[src/rtl/upme_pkg.sv]
// Shared types and constants for the upme status-bus monitor.
package upme_pkg;

    localparam int STATE_W = 3;

    typedef enum logic [1:0] {
        IDLE,
        TRACK,
        ERROR
    } state_t;

    localparam logic [1:0] ERR_NONE = 2'b00;
    localparam logic [1:0] ERR_SKIP = 2'b01;
    localparam logic [1:0] ERR_DIR  = 2'b10;

endpackage

[src/rtl/upme_step_cls.sv]
// Classifies one sampled-to-current state transition of the upme bus.
// Purely combinational; exactly one of hold/step_up/step_dn/bad_dir/bad_skip is high.
module upme_step_cls
    import upme_pkg::*;
(
    input  logic [STATE_W-1:0] pst,
    input  logic               pdir,
    input  logic [STATE_W-1:0] cur,
    output logic               step_up,
    output logic               step_dn,
    output logic               hold,
    output logic               bad_skip,
    output logic               bad_dir,
    output logic               wrap
);

    logic [STATE_W-1:0] delta;
    logic               fwd;
    logic               bwd;

    // Unsigned subtraction wraps naturally, giving the modulo-8 distance.
    assign delta = cur - pst;
    assign fwd   = (delta == STATE_W'(1));
    assign bwd   = (delta == '1);

    assign hold     = (delta == '0);
    assign step_up  = fwd &&  pdir;
    assign step_dn  = bwd && !pdir;
    assign bad_dir  = (fwd && !pdir) || (bwd && pdir);
    assign bad_skip = !hold && !fwd && !bwd;
    assign wrap     = (step_up && (pst == '1)) || (step_dn && (pst == '0));

endmodule

[src/rtl/upme_monitor.sv]
// Checks that the upme state walks one step per enable in the commanded direction;
// tracks signed position, wrap counts, a sticky first error and a stall watchdog.
module upme_monitor
    import upme_pkg::*;
#(
    parameter int POS_W   = 8,
    parameter int WRAP_W  = 4,
    parameter int TIMEOUT = 64
) (
    input  logic              eck,
    input  logic              er,
    input  logic [3:0]        iea,
    input  logic              clr,
    output logic [POS_W-1:0]  pos,
    output logic [WRAP_W-1:0] wraps_up,
    output logic [WRAP_W-1:0] wraps_dn,
    output logic              err,
    output logic [1:0]        err_code,
    output logic              stall,
    output logic              tracking
);

    localparam int CNT_W = $clog2(TIMEOUT + 1);

    state_t             state;
    state_t             state_nxt;
    logic [STATE_W-1:0] pst;
    logic               pdir;
    logic [CNT_W-1:0]   idle_cnt;
    logic [CNT_W-1:0]   idle_cnt_inc;

    logic step_up;
    logic step_dn;
    logic hold;
    logic bad_skip;
    logic bad_dir;
    logic wrap;

    upme_step_cls u_cls (
        .pst      (pst),
        .pdir     (pdir),
        .cur      (iea[STATE_W-1:0]),
        .step_up  (step_up),
        .step_dn  (step_dn),
        .hold     (hold),
        .bad_skip (bad_skip),
        .bad_dir  (bad_dir),
        .wrap     (wrap)
    );

    // The sample register runs unconditionally so IDLE only has to wait one edge.
    always_ff @(posedge eck or posedge er) begin
        if (er) begin
            pst  <= '0;
            pdir <= 1'b0;
        end else begin
            pst  <= iea[STATE_W-1:0];
            pdir <= iea[3];
        end
    end

    always_ff @(posedge eck or posedge er) begin
        if (er) begin
            state <= IDLE;
        end else begin
            state <= state_nxt;
        end
    end

    always_comb begin
        state_nxt = state;
        case (state)
            IDLE:    state_nxt = TRACK;
            TRACK:   if (bad_skip || bad_dir) state_nxt = ERROR;
            ERROR:   state_nxt = ERROR;
            default: state_nxt = IDLE;
        endcase
        if (clr) begin
            state_nxt = IDLE;
        end
    end

    assign idle_cnt_inc = (idle_cnt == CNT_W'(TIMEOUT)) ? idle_cnt : idle_cnt + CNT_W'(1);

    always_ff @(posedge eck or posedge er) begin
        if (er) begin
            pos      <= '0;
            wraps_up <= '0;
            wraps_dn <= '0;
            err_code <= ERR_NONE;
            idle_cnt <= '0;
            stall    <= 1'b0;
        end else if (clr) begin
            pos      <= '0;
            wraps_up <= '0;
            wraps_dn <= '0;
            err_code <= ERR_NONE;
            idle_cnt <= '0;
            stall    <= 1'b0;
        end else if (state == TRACK) begin
            if (hold) begin
                idle_cnt <= idle_cnt_inc;
                stall    <= (idle_cnt_inc == CNT_W'(TIMEOUT));
            end
            if (step_up) begin
                pos      <= pos + POS_W'(1);
                idle_cnt <= '0;
                stall    <= 1'b0;
                if (wrap && (wraps_up != '1)) begin
                    wraps_up <= wraps_up + WRAP_W'(1);
                end
            end
            if (step_dn) begin
                pos      <= pos - POS_W'(1);
                idle_cnt <= '0;
                stall    <= 1'b0;
                if (wrap && (wraps_dn != '1)) begin
                    wraps_dn <= wraps_dn + WRAP_W'(1);
                end
            end
            // Direction mismatch takes precedence in code only because the two are exclusive.
            if (bad_dir) begin
                err_code <= ERR_DIR;
            end else if (bad_skip) begin
                err_code <= ERR_SKIP;
            end
        end
    end

    assign err      = (state == ERROR);
    assign tracking = (state == TRACK);

endmodule

[config.mk]
export PLATFORM = sky130hd
export DESIGN_NAME = upme_monitor
export DESIGN_NICKNAME = d
export VERILOG_FILES = /design/src/rtl/upme_pkg.sv /design/src/rtl/upme_step_cls.sv /design/src/rtl/upme_monitor.sv
export SDC_FILE = /design/constraint.sdc
export NUM_CORES = 1
export LEC_CHECK = 0
export ABC_AREA = 1
export BUFFER_PORTS_ARGS = -buffer_cell sky130_fd_sc_hd__clkbuf_2
export CAP_MARGIN = 20
export CORE_MARGIN = 8
export CORE_UTILIZATION = 62
export DETAILED_ROUTE_END_ITERATION = 7
export GPL_ROUTABILITY_DRIVEN = 1
export PLACE_DENSITY = 0.85
export SLEW_MARGIN = 0
export SYNTH_ARGS = -nofsm -noshare
export SYNTH_HDL_FRONTEND = slang
export SYNTH_SLANG_ARGS = --single-unit
[constraint.sdc]
create_clock -name eck -period 4.6 [get_ports eck]
set_clock_uncertainty 0.2 [all_clocks]
set_input_delay 0.23 -clock eck [delete_from_list [all_inputs] [get_ports eck]]
set_output_delay 0.23 -clock eck [all_outputs]
set_load 0.05 [all_outputs]
## Word-level counts from Yosys, hierarchy flattened

Cells that the tools add are included.

| cells by class | value |
|---|---|
| bitwise operators | 0 |
| reduce and logical (&&, ||, !) cells | 33 |
| magnitude comparators | 0 |
| $add $sub $neg | 6 |
| shift operators | 0 |
| divide/modulo/power cells | 0 |
| mux-type cells | 30 |
| equality and inequality tests | 10 |
| multipliers | 0 |

Operator list:

| kind | count |
|---|---|
| $mux W7 | 6 |
| $mux W4 | 8 |
| $mux W8 | 4 |
| $eq A7 B7 Y1 const B | 2 |
| $mux W2 | 6 |
| $logic_and A1 B1 Y1 | 10 |
| $reduce_bool A2 Y1 | 5 |
| $add A4 B1 Y4 const B | 2 |
| $add A8 B1 Y8 const B | 1 |
| $ne A4 B4 Y1 const B | 2 |
| $sub A8 B1 Y8 const B | 1 |
| $add A7 B1 Y7 const B | 1 |
| $eq A3 B3 Y1 const B | 2 |
| $logic_not A3 Y1 | 2 |
| $pmux W2 S3 | 1 |
| $reduce_and A2 Y1 | 3 |
| $reduce_and A3 Y1 | 2 |
| $reduce_bool A3 Y1 | 2 |
| $mux W1 | 5 |
| $logic_not A1 Y1 | 4 |
| $reduce_bool A4 Y1 | 1 |
| $eq A3 B1 Y1 const B | 1 |
| $logic_or A1 B1 Y1 | 3 |
| $ne A3 B2 Y1 const B | 1 |
| 4 further kinds | 4 |

| word-level totals | value |
|---|---|
| register bits after elaboration | 32 |
| memory bits (read-only) | 0 |
| memories kept | 0 |
| input bits | 7 |
| bits in latches | 0 |
| bits in writable memories | 0 |

## Longest topological paths before layout

| logic depth | value |
|---|---|
| depth in word-level cells | 10 |
| depth in mapped cells | 21 |

## Modules after synthesis

A second synthesis with hierarchy kept.

| second synthesis, totals | value |
|---|---|
| cell total of the unflattened synthesis | 267 |
| area total of the unflattened synthesis | 2082.0 um^2 |

By module, submodules not included:

| module | area an instance (um^2) | instances | cells an instance |
|---|---|---|---|
| upme_monitor | 1863.0 | 1 | 228 |
| upme_step_cls | 219.0 | 1 | 39 |

## Worst setup path before layout

Ideal clock, no wire load.

| timing | value |
|---|---|
| path type | reg-to-reg |
| start | register pst[0] |
| end | register pos[6] |
| slack | 1982 ps |
| required time | 4282 ps |
| data arrival time | 2300 ps |
| setup time | 118 ps |
| cell stages (with the launch flop) | 18 |
| cells stage by stage | dfrtp_1 -> ha_1 -> inv_1 -> fa_1 -> inv_1 -> nor2_2 -> nand4_1 -> nand2_1 -> inv_1 -> ha_1 -> inv_1 -> nand2_1 -> nand2_1 -> nand2_1 -> nand3_1 -> nand3b_1 -> nand3_1 -> nand2_1 |

| on the way | value |
|---|---|
| cells in the longest elaborated chain, start to end | 6 |
| elaborated cells on any way between the ends | 10 |
| classes of those cells | add/sub: 1; eq/ne: 2; mux: 3; reduce/logical: 4 |

Ends and longest elaborated chain:

| item | RTL line | RTL |
|---|---|---|
| start, declared | upme_monitor.sv:27 | `logic [STATE_W-1:0] pst;` |
| start signal, assigned | upme_monitor.sv:57 | `pst <= iea[STATE_W-1:0];` |
| $sub A3 B3 Y3 * | upme_step_cls.sv:22 | `assign delta = cur - pst;` |
| $eq A3 B3 Y1 | upme_step_cls.sv:24 | `assign bwd = (delta == '1);` |
| $logic_and A1 B1 Y1 | upme_step_cls.sv:28 | `assign step_dn = bwd && !pdir;` |
| $mux W8 | upme_monitor.sv:113 | `if (step_dn) begin` |
| $mux W8 | upme_monitor.sv:100 | `end else if (state == TRACK) begin` |
| $mux W8 | upme_monitor.sv:93 | `end else if (clr) begin` |
| end signal, assigned | upme_monitor.sv:106 | `pos <= pos + POS_W'(1);` |
| end signal, assigned | upme_monitor.sv:114 | `pos <= pos - POS_W'(1);` |
| end, declared | upme_monitor.sv:14 | `output logic [POS_W-1:0] pos,` |

Mark *: on every way between the ends. The rest lies on a longest branch, timed or not. The select of a mux whose other input is x is not followed.
A chain may end at the register's enable or synchronous reset.

## Final worst setup path

| timing | value |
|---|---|
| start | input port iea[0] |
| end | register pos[6] |

| on the way | value |
|---|---|
| cells in the longest elaborated chain, start to end | 6 |
| elaborated cells on any way between the ends | 10 |
| classes of those cells | add/sub: 1; eq/ne: 2; mux: 3; reduce/logical: 4 |

Ends and longest elaborated chain:

| item | RTL line | RTL |
|---|---|---|
| start, declared | upme_monitor.sv:12 | `input logic [3:0] iea,` |
| $sub A3 B3 Y3 * | upme_step_cls.sv:22 |  |
| $eq A3 B3 Y1 | upme_step_cls.sv:24 |  |
| $logic_and A1 B1 Y1 | upme_step_cls.sv:28 |  |
| $mux W8 | upme_monitor.sv:113 |  |
| $mux W8 | upme_monitor.sv:100 |  |
| $mux W8 | upme_monitor.sv:93 |  |

Marked as above.

==> results.yml <==
yosys:
  synthFlopType: "dfrtp_1"
  yosysWarnings: 0
  synth_commonest_cells: "59 x nand2_1, 36 x inv_1, 32 x dfrtp_1"
  synth.cell_area_um2: 2110
  ys_ff_latch: 32
  synth_area_leaders: "dfrtp_1 38%, nand2_1 11%, ha_1 7.1%"
  yosysUniqueCellTypes: 33
  synth_cells: 262
  synth_area_leader_cell: "dfrtp_1"
  ys_seq_area_frac: 0.380
  synth_edf_count: 0
  async_reset_ff_frac: 1.00
  yosysMostFrequentCell: "nand2_1"
  syn_area_per_cell_um2: 8.04
  syn_nets: 282
  synth_top_area_frac: 0.380
critical_path:
  rrSetupSlack_ns: 1.68
  cp-start-kind: "input port"
  startpoint: "iea[0]"
  reg2reg_to: "pos[6]$_DFFE_PP0P_"
  cp-endpoint: "pos[6]$_DFFE_PP0P_"
  reg2reg_depth: 17
  worst_ep_required_time_ns: 4.62
  cp_slowest_cell: "dlygate4sd3_1"
  cp_data_arrival_time_ns: 3.12
  reg2reg_from: "pst[0]$_DFF_PP0_"
  critical_path_class: "in -> reg"
  crit_fanout: 6
  cp_cell_sequence: "dlygate4sd3_1 -> clkbuf_2 -> inv_1 -> ha_1 -> inv_1 -> fa_1 -> inv_1 -> nor2_2 -> nand4_1 -> nand2_1 -> inv_1 -> ha_1 -> inv_1 -> nand2_1 -> nand2_1 -> nand2_1 -> nand3_1 -> nand3b_1 -> nand3_1 -> nand2_1"
  end_kind: "register"
  cpPeakStageDelay_ns: 0.53
cts:
  cts-resized-gates: 0
  clock_path_buffers: 2
  path_clk_slew_ns: 0.10
  clock_latency_ns: 0.33
  cts-root-buf: "clkbuf_4"
  cts_tree: "done"
  clock_sinks: 32
  cts_buffers: 5
  htree_levels: 2
floorplan:
  die_h_um: 74.3
  core_um2: 3310
  dieArea_um2: 5520
  num_rows: 21
  die_x_um: 74.3
  start_util: 0.636
  ios: 28
finish:
  finalNetCount: 322
  final_cells: 349
  area_growth_pct: 16.3
  diodes: 0
  final_layout_size_suffix_gt1_frac: 0.215
  fill_cells: 290
min_path:
  hold_path.class: "in -> async"
place:
  routabilityCongestion: 0.918
  portBuffers: 27
  place_inst: 335
  hpwl_mm: 3.17
pwr:
  p_leak_uw: 0.00132
  power_density_nw_per_um2: 386
  ir_drop_mv: 0.214
grt:
  antenna_found_initial: 0
  grt_pass1_vias: 1713
  grtUsageTotal: 0.166
  grt_max_degree: 33
  overflow: 0
  grt_pass1_wl_mm: 7.30
run:
  drv_cap: 0
drt:
  drt-pass1-iter-count: 4
  route.detailed.drc: 0
  post_drt_via_cell_ratio: 5.14
  wl_per_cell_um: 12.0
  drt-total-wl_mm: 4.19
  num_vias: 1795
  drt_iter0_drc: 97
  drtAntennaViolNets: 0
timing:
  post-route-min-period_ns: 3.09
  slew_headroom: 0.730
  finalSetupViolations: 0
  fmax_mhz: 323
  period_share: 0.673
  setup-tns-final_ns: 0
  hold_viol: 0
  worstMarginPinSlew_ns: 0.406
  slew_viol_final: 0
  rsz0062_at_grt: "no"
run_status:
  status: "complete, no violations"
[power breakdown]
group | internal (uW) | switching [uW]
Sequential | 320 | 34.1
Combinational | 104 | 244
Clock | 144 | 98.0
[worst min-delay path by stage]
stage | depth (start not counted) | start | endpoint | slack [ns]
after floorplan | 0 | iea[3] | pdir$_DFF_PP0_ | 0.06
after global placement | 3 | er | idle_cnt[3]$_DFFE_PP0P_ | 0.12
after detailed placement | 3 | er | idle_cnt[3]$_DFFE_PP0P_ | 0.12
after CTS | 4 | er | wraps_dn[2]$_DFFE_PP0P_ | 0.30
after global routing | 2 | iea[3] | pdir$_DFF_PP0_ | 0.33
final | 4 | er | wraps_up[2]$_DFFE_PP0P_ | 0.30
[cell families (layout without fill, tap and decap cells)]
kind of cell | count (synthesis) | after routing | share of synthesized area
fa+ha+maj | 13 | 13 | 0.0808
mux | 1 | 1 | 0.00535
compound gates | 34 | 34 | 0.107
buf+inv | 40 | 81 | 0.0749
flops | 32 | 32 | 0.380
simple gates | 134 | 134 | 0.318
xor+xnor | 8 | 8 | 0.0333
[stage by stage]
| step | power (uW) | setup slack, ns | area (um^2) | hold slack, ns | util |
|---|---|---|---|---|---|
| 2_1_floorplan | 636 | 1.98 | 2110 | 0.0614 | - |
| 3_3_place_gp | 699 | 1.83 | 2290 | 0.119 | 0.693 |
| 3_5_place_dp | 706 | 1.78 | 2290 | 0.115 | 0.693 |
| 4_1_cts | 954 | 1.54 | 2450 | 0.295 | 0.740 |
| 5_1_grt | 1010 | 1.27 | 2450 | 0.332 | 0.740 |
| 6_report | 945 | 1.51 | 2450 | 0.297 | 0.740 |
[sequential cells by signal (all words and copies together) (netlist names)]
register / cells
idle_cnt: 7
wraps_up: 4
state: 2
pst: 3
wraps_dn: 4
pdir: 1
err_code: 2
stall: 1
pos: 8
[area by class of cell]
cell class                      count  area, um^2  share of cell area
Clock buffer                        7        65.1              0.0266
Clock inverter                      1        30.0              0.0123
Inverter                           39         146              0.0598
Multi-Input combinational cell    190        1150               0.468
Sequential cell                    32         801               0.327
Tap cell                           46        57.6              0.0235
Timing Repair Buffer               34         203              0.0827
[layout by cell type (no fill, tap or decap), types with 2 or more instances in the layout]
cell type,count
a21oi_1,6
clkbuf_2,27
clkbuf_4,5
clkbuf_8,2
dfrtp_1,32
dlygate4sd3_1,6
ha_1,12
inv_1,36
inv_2,3
nand2_1,59
nand2_2,7
nand2_4,3
nand3_1,26
nand3_2,5
nand3_4,2
nand4_1,4
nor2_1,15
nor2_2,2
nor3_1,6
o21ai_0,13
o21ai_1,7
or2_2,3
xor2_1,7
[metal layers]
layer | vias up | part of all wire | GRT usage
li1 | 938 | - | -
met1 | 820 | 0.46 | 0.212
met2 | 31 | 0.49 | 0.277
met3 | 6 | 0.039 | 0.0323
met4 | 0 | 0.0086 | 0.0457
met5 | - | 0 | 0
[worst max-delay path: cells and delay by family]
kind | cells | cell delay (ns)
and+or+nand+nor | 10 | 1.18
buffers and inverters | 7 | 0.93
adders and majority gates | 3 | 0.79
[what timing repair did]
item | in CTS | in global routing
hold buffers | 6 | 0
endpoints found under the hold margin | 38 | 0
setup buffers | 0 | 0
(Power assumes the default switching activity.)
